===== src/rtl/move_pkg.sv =====
// Shared types for the move controller: FSM encoding, winner codes and
// board-size derivations.
package move_pkg;

    typedef enum logic [2:0] {
        S_IDLE   = 3'd0,
        S_CHECK  = 3'd1,
        S_COMMIT = 3'd2,
        S_EVAL   = 3'd3,
        S_OVER   = 3'd4
    } state_t;

    localparam logic [1:0] WIN_NONE = 2'b00;
    localparam logic [1:0] WIN_P1   = 2'b01;
    localparam logic [1:0] WIN_P2   = 2'b10;

    function automatic int cells_f(input int n);
        return n * n;
    endfunction

    function automatic int pos_w_f(input int n);
        return $clog2(n * n + 1);
    endfunction

endpackage


===== src/rtl/move_controller_cell_decoder.sv =====
// 1-based cell index to one-hot decoder; all-zero when disabled or when the
// index is 0 or beyond the board.
module cell_decoder #(
    parameter int CELLS = 9,
    parameter int POS_W = 4
) (
    input  logic             en_i,
    input  logic [POS_W-1:0] pos_i,
    output logic [CELLS-1:0] onehot_o
);

    // Bit k fires for index k+1, so out-of-range indices decode to nothing
    always_comb begin
        onehot_o = {CELLS{1'b0}};
        for (int k = 0; k < CELLS; k++) begin
            onehot_o[k] = en_i && (pos_i == POS_W'(k + 1));
        end
    end

endmodule


===== src/rtl/move_controller.sv =====
// Turn-based board game move controller (BOARD_N x BOARD_N).
// Define WIN_DETECT_EN to enable row/column/diagonal win detection.
module move_controller
    import move_pkg::*;
#(
    parameter  int BOARD_N = 3,
    localparam int CELLS   = cells_f(BOARD_N),
    localparam int POS_W   = pos_w_f(BOARD_N)
) (
    input  logic             clock,
    input  logic             reset,
    input  logic             new_game,
    input  logic             play_valid,
    input  logic [POS_W-1:0] pos,
    output logic             ready,
    output logic [CELLS-1:0] board_p1,
    output logic [CELLS-1:0] board_p2,
    output logic             turn,
    output logic             move_done,
    output logic             illegal,
    output logic             game_over,
    output logic [1:0]       winner,
    output logic [POS_W-1:0] move_count
);

    state_t           state_q, state_d;
    logic [POS_W-1:0] pos_q, pos_d;
    logic [CELLS-1:0] board_p1_q, board_p1_d;
    logic [CELLS-1:0] board_p2_q, board_p2_d;
    logic             turn_q, turn_d;
    logic             move_done_q, move_done_d;
    logic             illegal_q, illegal_d;
    logic             game_over_q, game_over_d;
    logic [1:0]       winner_q, winner_d;
    logic [POS_W-1:0] move_count_q, move_count_d;
    logic             ready_q, ready_d;

    logic [CELLS-1:0] dec_s;
    logic             dec_en_s;
    logic             bad_move_s;
    logic             win_s;
    logic             full_s;

    assign dec_en_s = (state_q == S_CHECK) || (state_q == S_COMMIT);

    cell_decoder #(
        .CELLS (CELLS),
        .POS_W (POS_W)
    ) u_cell_decoder (
        .en_i     (dec_en_s),
        .pos_i    (pos_q),
        .onehot_o (dec_s)
    );

    // An empty decode means pos was 0 or off the board
    assign bad_move_s = (dec_s == {CELLS{1'b0}}) ||
                        ((dec_s & (board_p1_q | board_p2_q)) != {CELLS{1'b0}});
    assign full_s     = (move_count_q == POS_W'(CELLS));

`ifdef WIN_DETECT_EN
    function automatic logic line_win(input logic [CELLS-1:0] b);
        logic hit, row, col, diag, anti;
        hit  = 1'b0;
        diag = 1'b1;
        anti = 1'b1;
        for (int i = 0; i < BOARD_N; i++) begin
            row = 1'b1;
            col = 1'b1;
            for (int j = 0; j < BOARD_N; j++) begin
                row = row & b[i*BOARD_N + j];
                col = col & b[j*BOARD_N + i];
            end
            hit  = hit | row | col;
            diag = diag & b[i*BOARD_N + i];
            anti = anti & b[i*BOARD_N + (BOARD_N - 1 - i)];
        end
        return hit | diag | anti;
    endfunction

    // Only the mover's board can have just completed a line
    assign win_s = line_win(turn_q ? board_p2_q : board_p1_q);
`else
    assign win_s = 1'b0;
`endif

    // State and output registers
    always_ff @(posedge clock) begin
        if (reset) begin
            state_q      <= S_IDLE;
            pos_q        <= {POS_W{1'b0}};
            board_p1_q   <= {CELLS{1'b0}};
            board_p2_q   <= {CELLS{1'b0}};
            turn_q       <= 1'b0;
            move_done_q  <= 1'b0;
            illegal_q    <= 1'b0;
            game_over_q  <= 1'b0;
            winner_q     <= WIN_NONE;
            move_count_q <= {POS_W{1'b0}};
            ready_q      <= 1'b1;
        end else begin
            state_q      <= state_d;
            pos_q        <= pos_d;
            board_p1_q   <= board_p1_d;
            board_p2_q   <= board_p2_d;
            turn_q       <= turn_d;
            move_done_q  <= move_done_d;
            illegal_q    <= illegal_d;
            game_over_q  <= game_over_d;
            winner_q     <= winner_d;
            move_count_q <= move_count_d;
            ready_q      <= ready_d;
        end
    end

    // Next-state and next-output logic; new_game overrides everything
    always_comb begin
        state_d      = state_q;
        pos_d        = pos_q;
        board_p1_d   = board_p1_q;
        board_p2_d   = board_p2_q;
        turn_d       = turn_q;
        move_done_d  = 1'b0;
        illegal_d    = 1'b0;
        game_over_d  = game_over_q;
        winner_d     = winner_q;
        move_count_d = move_count_q;

        if (new_game) begin
            state_d      = S_IDLE;
            board_p1_d   = {CELLS{1'b0}};
            board_p2_d   = {CELLS{1'b0}};
            turn_d       = 1'b0;
            game_over_d  = 1'b0;
            winner_d     = WIN_NONE;
            move_count_d = {POS_W{1'b0}};
        end else begin
            case (state_q)
                S_IDLE: begin
                    if (play_valid) begin
                        pos_d   = pos;
                        state_d = S_CHECK;
                    end else begin
                        state_d = S_IDLE;
                    end
                end
                S_CHECK: begin
                    if (bad_move_s) begin
                        illegal_d = 1'b1;
                        state_d   = S_IDLE;
                    end else begin
                        state_d = S_COMMIT;
                    end
                end
                S_COMMIT: begin
                    if (turn_q) begin
                        board_p2_d = board_p2_q | dec_s;
                    end else begin
                        board_p1_d = board_p1_q | dec_s;
                    end
                    move_count_d = move_count_q + POS_W'(1);
                    state_d      = S_EVAL;
                end
                S_EVAL: begin
                    move_done_d = 1'b1;
                    if (win_s || full_s) begin
                        game_over_d = 1'b1;
                        winner_d    = win_s ? (turn_q ? WIN_P2 : WIN_P1) : WIN_NONE;
                        state_d     = S_OVER;
                    end else begin
                        turn_d  = ~turn_q;
                        state_d = S_IDLE;
                    end
                end
                S_OVER: begin
                    state_d = S_OVER;
                end
                default: begin
                    state_d = S_IDLE;
                end
            endcase
        end

        ready_d = (state_d == S_IDLE);
    end

    assign ready      = ready_q;
    assign board_p1   = board_p1_q;
    assign board_p2   = board_p2_q;
    assign turn       = turn_q;
    assign move_done  = move_done_q;
    assign illegal    = illegal_q;
    assign game_over  = game_over_q;
    assign winner     = winner_q;
    assign move_count = move_count_q;

endmodule


===== config.mk =====
export PLATFORM = sky130hd
export DESIGN_NAME = move_controller
export DESIGN_NICKNAME = d
export VERILOG_FILES = /design/src/rtl/move_pkg.sv /design/src/rtl/move_controller_cell_decoder.sv /design/src/rtl/move_controller.sv
export SDC_FILE = /design/constraint.sdc
export NUM_CORES = 1
export LEC_CHECK = 0
export ABC_AREA = 1
export BUFFER_PORTS_ARGS = -buffer_cell sky130_fd_sc_hd__buf_2
export CAP_MARGIN = 40
export CORE_MARGIN = 4
export CORE_UTILIZATION = 45
export DETAILED_ROUTE_END_ITERATION = 8
export GPL_TIMING_DRIVEN = 1
export PLACE_DENSITY_LB_ADDON = 0.25
export SLEW_MARGIN = 20
export SYNTH_ARGS = -nofsm -noshare
export SYNTH_HDL_FRONTEND = slang
export SYNTH_SLANG_ARGS = --single-unit

===== constraint.sdc =====
create_clock -name clock -period 1.1 [get_ports clock]
set_input_delay 0.22 -clock clock [delete_from_list [all_inputs] [get_ports clock]]
set_output_delay 0.22 -clock clock [all_outputs]
set_load 0.005 [all_outputs]

==> summary.md, run 1 <==
| Metric | Value |
|---|---|
| Critical Path Max Stage Delay | `0.36 ns` |
| Initial antenna violation count | `0` |
| Clock tree skew after final layout | `0.00531 ns` |
| Number of remaining DRC errors | `0` |
| Status | `finished with violations` |
| Global route overflow | `0` |
| Share of post-route cells with drive strength above 1 | `44.9%` |
| Height of the die | `66.6 µm` |
| Detailed-route wire length per cell | `11.6 µm` |
| Post-DP HPWL | `2760 µm` |
| CP max FO | `6` |
| Final min period | `1.34 ns` |
| Fraction of power spent switching nets | `25.7%` |
| Largest net degree at the start of global routing | `11` |
| Final TNS setup | `-4.97 ns` |
| Setup crit end kind | `register` |
| Antenna Nets Post-Route | `0` |
| Fmax | `749 MHz` |
| Flip-flop and latch count after synthesis | `34` |
| Cell area after placement | `1960 µm²` |
| CP max-delay cell | `sky130_fd_sc_hd__dfxtp_4` |
| Power Density | `959 nW/µm²` |
| Core area | `3150 µm²` |
| Fraction of the cycle the final worst path needs | `121%` |
| Clock Tree Root | `sky130_fd_sc_hd__clkbuf_4` |
| Vias in the first global route | `1,422` |
| Global-route wire length before repair | `6150 µm` |
| Cell area after synthesis | `1540 µm²` |
| Routed WL | `3920 µm` |
| CTS HTree Levels | `2` |
| Die X-Extent | `66.6 µm` |
| Post-route core utilization | `71.4%` |
| Total non-filler cell area in the finished layout | `2250 µm²` |
| Vias after detailed routing | `1,606` |
| Buffer levels on the longest clock path | `2` |
| Synth warnings | `0` |
| Clock share of power | `28.5%` |
| Total number of placement rows | `20` |
| Crit path cell chain | `inv_4, nand3_4, buf_4, buf_4, nor2_4, buf_6, nand2_1, a21oi_2` |
| Data arrival time of the critical path | `1.61 ns` |
| Combinational share of power | `12.9%` |
| Final nets | `304` |
| Worst path buffer plus inverter count | `4` |
| Number of violations reported at the end of detailed-routing iteration 0 | `60` |
| Antenna fix cells | `0` |
| Setup Viol. Count Final | `32` |
| DIE AREA | `4430 µm²` |
| Worst min path class | `input port to register` |
| Total CTS buffers | `5` |
| CTS tree | `built` |
| Setup slack after layout | `-0.236 ns` |
| # IOs | `37` |
| Internal | `1.60 mW` |
| Cell count after synthesis | `221` |
| Cell repeated most along the worst path | `sky130_fd_sc_hd__buf_4` |
| Unrepaired setup endpoints after global routing | `true` |
| Part of the total power dissipated in sequential elements | `58.6%` |
| Clock insertion delay at the later pin of the skew report | `0.33 ns` |
| Seq/Total Area, Yosys | `44.1%` |
| Path type of the worst setup path | `register to register` |
| Count of buffers inserted at the top-level ports | `34` |
| 1st-pass router iterations | `4` |
| IR drop worst, VDD | `0.000727 V` |
| Critical path required time | `1.37 ns` |
| TritonCTS sink count | `34` |
| Reported max-cap violation count | `0` |
| Launching instance or port of the critical path | `state_q[2]` |
| Post-synthesis area per instance | `6.98 µm²` |
| Placer congestion estimate | `0.867` |
| Violations in the final reports | `setup timing` |
| Number of vias per cell | `4.75` |
| Net switching power | `0.555 mW` |
| Leak | `1.02 nW` |
| Final count of pins violating max slew | `0` |
| Final Hold Vio Count | `0` |
| Post-synthesis to final-layout area growth | `45.9%` |
| Initial core utilization | `48.9%` |
| Setup crit start kind | `register` |
| Kind of cell adding the most delay to the critical path | `buffers and inverters` |
| Global routing usage summed across all routing layers | `18.5%` |
| Reg-to-reg startpoint | `state_q[2]` |
| Register clock-pin slew on the reported worst setup and hold paths | `0.09 ns` |
| Count of different cell masters after synthesis | `25` |
| Filler Cell Count | `259` |
| Worst hold slack after final layout | `0.153 ns` |
| Beginning of the worst hold path | `pos[3]` |
-- synth_stat cells, drive strengths merged --
| cell type | n | area, µm² |
|---|---|---|
| nor3 | 4 | 20.0 |
| o21a | 1 | 7.51 |
| o21ai | 6 | 30.0 |
| dfxtp | 34 | 681 |
| nand2 | 47 | 186 |
| ha | 2 | 25.0 |
| clkbuf | 2 | 7.51 |
| a211oi | 4 | 30.0 |
| xor2 | 1 | 8.76 |
| inv | 40 | 150 |
| a21oi | 26 | 134 |
| nand4 | 2 | 12.5 |
| buf | 3 | 20.0 |
| nand3 | 11 | 72.6 |
| nor4 | 1 | 6.26 |
| nor2 | 36 | 148 |
| conb | 1 | 3.75 |
-- sequential cells by signal (all words and copies together), names as in the netlist --
signal      flops
board_p1        9
board_p2        9
move_count      4
pos_q           4
state_q         3
game_over       1
illegal         1
move_done       1
ready           1
turn            1
-- tightest hold or removal path, delay by kind of cell --
family / cells / cell delay (ns)
compound gates: 1 / 0.05
buf+inv: 1 / 0.10
simple gates: 1 / 0.09
-- per-stage QoR --
stage / setup WS [ns] / total power, mW / cells
5_1_grt: -0.338 / 2.24 / 338
4_1_cts: -0.171 / 2.15 / 333
2_1_floorplan: -0.0688 / 1.41 / 222
3_5_place_dp: -0.199 / 1.51 / 324
3_3_place_gp: -0.201 / 1.51 / 324
6_report: -0.236 / 2.16 / 338
-- routing by layer --
layer	track usage [%]	routed length (µm)	vias to the layer above
li1	-	-	833
met1	24.5	1870	728
met2	27.8	1810	37
met3	4.38	167	8
met4	9.14	78	0
met5	0	0	-
-- power groups by stage --
stage / Sequential, mW / Clock [mW] / Combinational (mW)
finish: 1.27 / 0.614 / 0.278
global route: 1.27 / 0.673 / 0.304
CTS: 1.26 / 0.644 / 0.240
detailed placement: 1.29 / 0 / 0.226
global placement: 1.29 / 0 / 0.224
floorplan: 1.29 / 0 / 0.127
-- kinds of logic (layout without fill, tap and decap cells) --
group	after synthesis	after routing	synth area share, %
compound gates	37	37	13.1
xor+xnor	1	1	0.568
fa+ha+maj	2	2	1.62
buf+inv	45	117	11.5
flops	34	34	44.1
other cells	1	2	0.243
simple gates	101	101	28.9
-- layout make-up --
type | instances | area (µm²) | share of cell area [%]
inverters | 40 | 158 | 7.00
well taps | 44 | 55.1 | 2.45
multi-input cells | 143 | 817 | 36.3
clock buffers | 7 | 45.0 | 2.00
repair buffers | 70 | 475 | 21.1
flip-flops and latches | 34 | 701 | 31.1
-- cells in the final DEF (no fill, tap or decap), types with 2 or more instances in the layout --
master | synthesis | layout
sky130_fd_sc_hd__inv_2 | 3 | 6
sky130_fd_sc_hd__buf_2 | 1 | 32
sky130_fd_sc_hd__dfxtp_4 | 0 | 3
sky130_fd_sc_hd__buf_6 | 0 | 8
sky130_fd_sc_hd__a21oi_2 | 1 | 13
sky130_fd_sc_hd__nand2_1 | 45 | 40
sky130_fd_sc_hd__clkbuf_4 | 0 | 5
sky130_fd_sc_hd__nand2_2 | 1 | 6
sky130_fd_sc_hd__dfxtp_1 | 34 | 24
sky130_fd_sc_hd__o21ai_1 | 0 | 3
sky130_fd_sc_hd__ha_1 | 2 | 2
sky130_fd_sc_hd__nand4_1 | 2 | 2
sky130_fd_sc_hd__clkbuf_1 | 2 | 2
sky130_fd_sc_hd__a211oi_1 | 4 | 3
sky130_fd_sc_hd__inv_4 | 0 | 3
sky130_fd_sc_hd__nor2_2 | 5 | 6
sky130_fd_sc_hd__o21ai_0 | 6 | 2
sky130_fd_sc_hd__dfxtp_2 | 0 | 7
sky130_fd_sc_hd__nor2_4 | 0 | 5
sky130_fd_sc_hd__nand3_1 | 9 | 9
sky130_fd_sc_hd__nor2_1 | 31 | 25
sky130_fd_sc_hd__nand3_4 | 1 | 2
sky130_fd_sc_hd__a21oi_1 | 25 | 13
sky130_fd_sc_hd__nor3_2 | 0 | 3
sky130_fd_sc_hd__inv_1 | 37 | 31
sky130_fd_sc_hd__conb_1 | 1 | 2
sky130_fd_sc_hd__buf_4 | 2 | 30
-- repair_timing --
item	CTS	global route
buffers inserted	2	5
hold buffers	0	0
pin swaps	2	13
setup endpoints to repair	34	34
hold endpoints to repair	0	0
resized for setup	21	46
-- worst paths after layout --
path	endpoint	slack, ns	cells after the start
setup reg to reg	board_p2[7]	-0.24	8
setup / recovery	board_p2[7]	-0.24	8
hold reg to reg	game_over	0.46	2
hold / removal	pos_q[3]	0.15	3
Note: power is estimated with default switching activity, not from simulation.
==> inputs of run 2 (changes only) <==
Settings changed: CORE_ASPECT_RATIO set to 1.2.
==> run 2 against run 1 <==
Net effect:
- the run still ends with setup timing left
- critical path depth unchanged
- via count up 3.6%
- power up 17%
- core utilization up 3.0 points
- count of clock-buffer cells in the layout unchanged
- design area up 9.4%
- clock skew down 0.00063 ns
- maximum frequency down 1.8%
==> summary.md, run 2 (same netlist as run 1, synthesis figures left out) <==
| Metric | Value |
|---|---|
| Highest metal layer with signal wires | `met4 (unchanged)` |
| Register clock-pin slew on the reported worst setup and hold paths | `0.07 ns (was 0.09 ns)` |
| Buffer levels on the longest clock path | `2 (unchanged)` |
| Setup crit end kind | `register (unchanged)` |
| Critical Path Max Stage Delay | `0.37 ns (was 0.36 ns)` |
| Clock insertion delay at the later pin of the skew report | `0.29 ns (was 0.33 ns)` |
| Share of post-route cells with drive strength above 1 | `52.8% (was 44.9%)` |
| Cell repeated most along the worst path | `sky130_fd_sc_hd__buf_4 (unchanged)` |
| Setup slack after layout | `-0.261 ns (was -0.236 ns)` |
| Final count of pins violating max slew | `0 (unchanged)` |
| Number of vias per cell | `4.89 (was 4.75)` |
| Post-route core utilization | `74.4% (was 71.4%)` |
| Critical path required time | `1.33 ns (was 1.37 ns)` |
| Number of buffers added to fix hold violations after cts | `0 (unchanged)` |
| Detailed-route wire length per cell | `12.2 µm (was 11.6 µm)` |
| Antenna Nets Post-Route | `0 (unchanged)` |
| Leading cell type in the layout, fill and taps excluded | `sky130_fd_sc_hd__buf_4 (was sky130_fd_sc_hd__nand2_1)` |
| Kind of cell adding the most delay to the critical path | `buffers and inverters (unchanged)` |
| Final nets | `312 (was 304)` |
| Core area | `3310 µm² (was 3150 µm²)` |
| Number of violations reported at the end of detailed-routing iteration 0 | `68 (was 60)` |
| Final TNS setup | `-5.70 ns (was -4.97 ns)` |
| Clock Tree Root | `sky130_fd_sc_hd__clkbuf_8 (was sky130_fd_sc_hd__clkbuf_4)` |
| Crit path cell chain | `inv_4, nand3_4, buf_4, buf_4, nor2_4, buf_6, nand2_2, a21oi_2 (was inv_4, nand3_4, buf_4, buf_4, nor2_4, buf_6, nand2_1, a21oi_2)` |
| Leading cell types in the layout, fill and taps excluded | `sky130_fd_sc_hd__buf_4 (35), sky130_fd_sc_hd__nand2_1 (34), sky130_fd_sc_hd__buf_2 (33) (was sky130_fd_sc_hd__nand2_1 (40), sky130_fd_sc_hd__buf_2 (32), sky130_fd_sc_hd__inv_1 (31))` |
| Met3 WL | `167 µm (unchanged)` |
| Setup Viol. Count Final | `33 (was 32)` |
| CTS tree | `built (unchanged)` |
| Vias after detailed routing | `1,664 (was 1,606)` |
| Final Hold Vio Count | `0 (unchanged)` |
| Setup crit start kind | `register (unchanged)` |
| Total number of placement rows | `23 (was 20)` |
| Filler Cell Count | `249 (was 259)` |
| Vias in the first global route | `1,573 (was 1,422)` |
| Status | `finished with violations (unchanged)` |
| Routed WL | `4160 µm (was 3920 µm)` |
| TritonCTS sink count | `34 (unchanged)` |
| Global route overflow | `0 (unchanged)` |
| Post-synthesis to final-layout area growth | `59.6% (was 45.9%)` |
| CP max FO | `5 (was 6)` |
| Final min period | `1.36 ns (was 1.34 ns)` |
| Reported max-cap violation count | `0 (unchanged)` |
| Violations in the final reports | `setup timing (unchanged)` |
| CTS HTree Levels | `2 (unchanged)` |
| Clock tree skew after final layout | `0.00468 ns (was 0.00531 ns)` |
| Count of buffers inserted at the top-level ports | `34 (unchanged)` |
| Sequential standard cell area | `703 µm² (was 701 µm²)` |
| Fraction of the cycle the final worst path needs | `124% (was 121%)` |
| Total area of multi-input combinational cells | `916 µm² (was 817 µm²)` |
| Global-route wire length before repair | `6380 µm (was 6150 µm)` |
| Data arrival time of the critical path | `1.59 ns (was 1.61 ns)` |
| Largest net degree at the start of global routing | `13 (was 11)` |
| IR drop worst, VDD | `0.000998 V (was 0.000727 V)` |
| Leak | `1.12 nW (was 1.02 nW)` |
| Power Density | `1030 nW/µm² (was 959 nW/µm²)` |
| Number of remaining DRC errors | `0 (unchanged)` |
| Post-Place Worst Slack | `-0.264 ns (was -0.199 ns)` |
| # IOs | `37 (unchanged)` |
| Final Total Pwr | `2.53 mW (was 2.16 mW)` |
| Height of the die | `72.1 µm (was 66.6 µm)` |
| Unrepaired setup endpoints after global routing | `true (unchanged)` |
| Detail Route met2 WL | `2250 µm (was 1810 µm)` |
| Worst min path class | `input port to register (unchanged)` |
| Global routing usage summed across all routing layers | `19.4% (was 18.5%)` |
| Initial core utilization | `46.6% (was 48.9%)` |
| 1st-pass router iterations | `4 (unchanged)` |
| Worst path buffer plus inverter count | `4 (unchanged)` |
| Antenna fix cells | `0 (unchanged)` |
| Post-DP HPWL | `2740 µm (was 2760 µm)` |
| Initial antenna violation count | `0 (unchanged)` |
| Path type of the worst setup path | `register to register (unchanged)` |
| M1 WL | `1600 µm (was 1870 µm)` |
| Total CTS buffers | `5 (unchanged)` |
| Placer congestion estimate | `0.822 (was 0.867)` |
| Fmax | `735 MHz (was 749 MHz)` |
| Die X-Extent | `61.5 µm (was 66.6 µm)` |
| DIE AREA | `4430 µm² (about the same)` |
| CP max-delay cell | `sky130_fd_sc_hd__dfxtp_4 (unchanged)` |
run 2: tightest hold or removal path: cells and delay by family:
| kind | cells | cell delay [ns] |
|---|---|---|
| and+or+nand+nor | 3 | 0.14 |
| buffers and inverters | 1 | 0.10 |
run 2: area by class of cell:
type	count	share of cell area [%]
multi-input cells	143	37.2
inverters	40	6.71
clock buffers	7	3.51
well taps	37	1.88
repair buffers	78	22.0
flip-flops and latches	34	28.6
clock inverters	1	0.203
run 2: metal layers:
metal / up-vias / global-route usage, %
met3: 12 / 5.87
li1: 851 / -
met4: 0 / 10.8
met1: 771 / 19.3
met2: 30 / 34.6
met5: - / 0
run 2: worst paths after layout:
kind | startpoint | endpoint | slack (ns) | depth (start not counted)
hold / removal | reset | illegal | 0.22 | 4
setup reg to reg | state_q[0] | board_p2[7] | -0.26 | 8
hold reg to reg | game_over | game_over | 0.45 | 2
setup / recovery | state_q[0] | board_p2[7] | -0.26 | 8
run 2: where the power goes:
group,internal [mW],total (mW),switching [mW]
registers,1.24,1.27,0.0227
clock network,0.504,0.935,0.431
logic,0.145,0.327,0.182
run 2: repair_timing:
action | CTS | global route
buffers inserted | 7 | 7
pin swaps | 2 | 18
gates resized for setup | 40 | 58
setup endpoints to repair | 34 | 37
cloned | 1 | 1
run 2: metrics by stage:
step | area (µm²) | cells | hold slack [ns]
finish | 2460 | 340 | 0.215
global route | 2460 | 340 | 0.217
CTS | 2230 | 333 | 0.195
detailed placement | 1950 | 317 | 0.441
global placement | 1950 | 317 | 0.442
floorplan | 1550 | 222 | 0.383
==> inputs of run 3 (changes only) <==
Settings changed: SKIP_LAST_GASP set to 1.
==> run 3 against run 2 <==
Net effect:
- the flow still finishes with violations (setup timing)
- sequential share of layout area grew 0.47 points
- critical path depth up 3
- die area stayed put
- clock skew up 0.00082 ns
- sequential power is essentially flat
- critical endpoint is now state_q[1]
==> summary.md, run 3 (same netlist as run 1, synthesis figures left out) <==
| Metric | Value |
|---|---|
| Data arrival time of the critical path | `1.57 ns (was 1.59 ns)` |
| Vias in the first global route | `1,565 (was 1,573)` |
| Power Density | `1040 nW/µm² (was 1030 nW/µm²)` |
| Antenna fix cells | `0 (unchanged)` |
| CP max FO | `5 (unchanged)` |
| Leading cell types in the layout, fill and taps excluded | `sky130_fd_sc_hd__nand2_1 (35), sky130_fd_sc_hd__buf_4 (34), sky130_fd_sc_hd__buf_2 (33) (was sky130_fd_sc_hd__buf_4 (35), sky130_fd_sc_hd__nand2_1 (34), sky130_fd_sc_hd__buf_2 (33))` |
| Final TNS setup | `-4.82 ns (was -5.70 ns)` |
| Final min period | `1.35 ns (was 1.36 ns)` |
| Die X-Extent | `61.5 µm (unchanged)` |
| CTS HTree Levels | `2 (unchanged)` |
| Leading cell type in the layout, fill and taps excluded | `sky130_fd_sc_hd__nand2_1 (was sky130_fd_sc_hd__buf_4)` |
| Status | `finished with violations (unchanged)` |
| Launching instance or port of the critical path | `state_q[0] (unchanged)` |
| 1st-pass router iterations | `4 (unchanged)` |
| Global route overflow | `0 (unchanged)` |
| Filler Cell Count | `254 (was 249)` |
| # IOs | `37 (unchanged)` |
| Post-synthesis to final-layout area growth | `56.8% (was 59.6%)` |
| Antenna Nets Post-Route | `0 (unchanged)` |
| Number of violations reported at the end of detailed-routing iteration 0 | `64 (was 68)` |
| Post-Place Worst Slack | `-0.264 ns (unchanged)` |
| Share of post-route cells with drive strength above 1 | `51.5% (was 52.8%)` |
| Placer congestion estimate | `0.822 (unchanged)` |
| Total area of multi-input combinational cells | `895 µm² (was 916 µm²)` |
| Violations in the final reports | `setup timing (unchanged)` |
| Number of remaining DRC errors | `0 (unchanged)` |
| Final Hold Vio Count | `0 (unchanged)` |
| Critical path required time | `1.32 ns (was 1.33 ns)` |
| Worst min path class | `input port to register (unchanged)` |
| DIE AREA | `4430 µm² (unchanged)` |
| Setup slack after layout | `-0.250 ns (was -0.261 ns)` |
| Buffer levels on the longest clock path | `2 (unchanged)` |
| Unrepaired setup endpoints after global routing | `true (unchanged)` |
| Reported max-cap violation count | `0 (unchanged)` |
| Height of the die | `72.1 µm (unchanged)` |
| Routed WL | `4070 µm (was 4160 µm)` |
| Count of buffers inserted at the top-level ports | `34 (unchanged)` |
| Vias after detailed routing | `1,655 (was 1,664)` |
| Number of buffers added to fix hold violations after cts | `0 (unchanged)` |
| Fraction of the cycle the final worst path needs | `123% (was 124%)` |
| Sequential standard cell area | `702 µm² (was 703 µm²)` |
| Clock tree skew after final layout | `0.00550 ns (was 0.00468 ns)` |
| Leak | `1.10 nW (was 1.12 nW)` |
| Register clock-pin slew on the reported worst setup and hold paths | `0.07 ns (about the same)` |
| Number of vias per cell | `4.90 (was 4.89)` |
| Setup crit start kind | `register (unchanged)` |
| IR drop worst, VDD | `0.000995 V (was 0.000998 V)` |
| Setup crit end kind | `register (unchanged)` |
| Initial antenna violation count | `0 (unchanged)` |
| Fmax | `741 MHz (was 735 MHz)` |
| Setup Viol. Count Final | `33 (unchanged)` |
| Core area | `3310 µm² (unchanged)` |
| Reg-to-reg startpoint | `state_q[0] (unchanged)` |
| CTS tree | `built (unchanged)` |
| Path type of the worst setup path | `register to register (unchanged)` |
| Final count of pins violating max slew | `0 (unchanged)` |
| Total number of placement rows | `23 (unchanged)` |
| Largest net degree at the start of global routing | `13 (unchanged)` |
| Total CTS buffers | `5 (unchanged)` |
| Initial core utilization | `46.6% (unchanged)` |
| Clock insertion delay at the later pin of the skew report | `0.29 ns (about the same)` |
| Clock Tree Root | `sky130_fd_sc_hd__clkbuf_8 (unchanged)` |
| TritonCTS sink count | `34 (unchanged)` |
| Global routing usage summed across all routing layers | `19.3% (was 19.4%)` |
| Beginning of the worst hold path | `pos[0] (was reset)` |
| Global-route wire length before repair | `6320 µm (was 6380 µm)` |
| Detailed-route wire length per cell | `12.0 µm (was 12.2 µm)` |
| Post-DP HPWL | `2740 µm (unchanged)` |
| Final nets | `310 (was 312)` |
## run 3: critical path: stages, from the launching register on
cell                      delay, ns
sky130_fd_sc_hd__dfxtp_4       0.37
sky130_fd_sc_hd__inv_4         0.06
sky130_fd_sc_hd__nand3_4       0.09
sky130_fd_sc_hd__nand2_4       0.12
sky130_fd_sc_hd__nand2_2       0.05
sky130_fd_sc_hd__nor2_1        0.09
sky130_fd_sc_hd__nand2_1       0.07
sky130_fd_sc_hd__nor2_2        0.13
sky130_fd_sc_hd__nand2_2       0.08
sky130_fd_sc_hd__nand2_2       0.07
sky130_fd_sc_hd__nand2_1       0.06
sky130_fd_sc_hd__nor2_2        0.09
## run 3: worst paths after layout
path	endpoint	slack, ns	cells after the start
setup / recovery	state_q[1]	-0.25	11
hold / removal	pos_q[0]	0.21	3
setup reg to reg	state_q[1]	-0.25	11
hold reg to reg	game_over	0.45	2
## run 3: power by group
group	internal (mW)	leakage, nW	switching, mW	total, mW
Sequential	1.24	0.280	0.0222	1.26
Combinational	0.139	0.770	0.175	0.314
Clock	0.504	0.0482	0.437	0.941
Total	1.89	1.10	0.634	2.52
## run 3: layout make-up
type / count / area share, %
clock buffer: 7 / 3.57
tap: 37 / 1.91
inverter: 40 / 6.73
multi-input combinational: 143 / 37.0
clock inverter: 1 / 0.207
timing repair buffer: 76 / 21.6
sequential: 34 / 29.0
## run 3: routing by layer
| layer | track usage [%] | up-vias | share of wire [%] |
|---|---|---|---|
| met5 | 0 | - | 0 |
| met4 | 10.8 | 0 | 3.9 |
| met3 | 5.87 | 13 | 4.4 |
| met2 | 34.2 | 32 | 53 |
| met1 | 19.1 | 766 | 38 |
| li1 | - | 844 | - |
## run 3: per-stage QoR
stage                     instance area (µm²)  utilization (%)  total power, mW  instances  hold slack [ns]
after global routing                     2420             73.1             2.64        338            0.216
after CTS                                2220             67.1             2.50        333            0.195
after floorplan                          1550                -             1.41        222            0.383
after global placement                   1950             59.1             1.51        317            0.442
final                                    2420             73.1             2.52        338            0.207
after detailed placement                 1950             59.1             1.52        317            0.441
## run 3: repair_timing
action	CTS	global route
gates cloned	1	1
setup endpoints to repair	34	37
pin swaps	2	18
buffers inserted	7	5
resized for setup	37	53
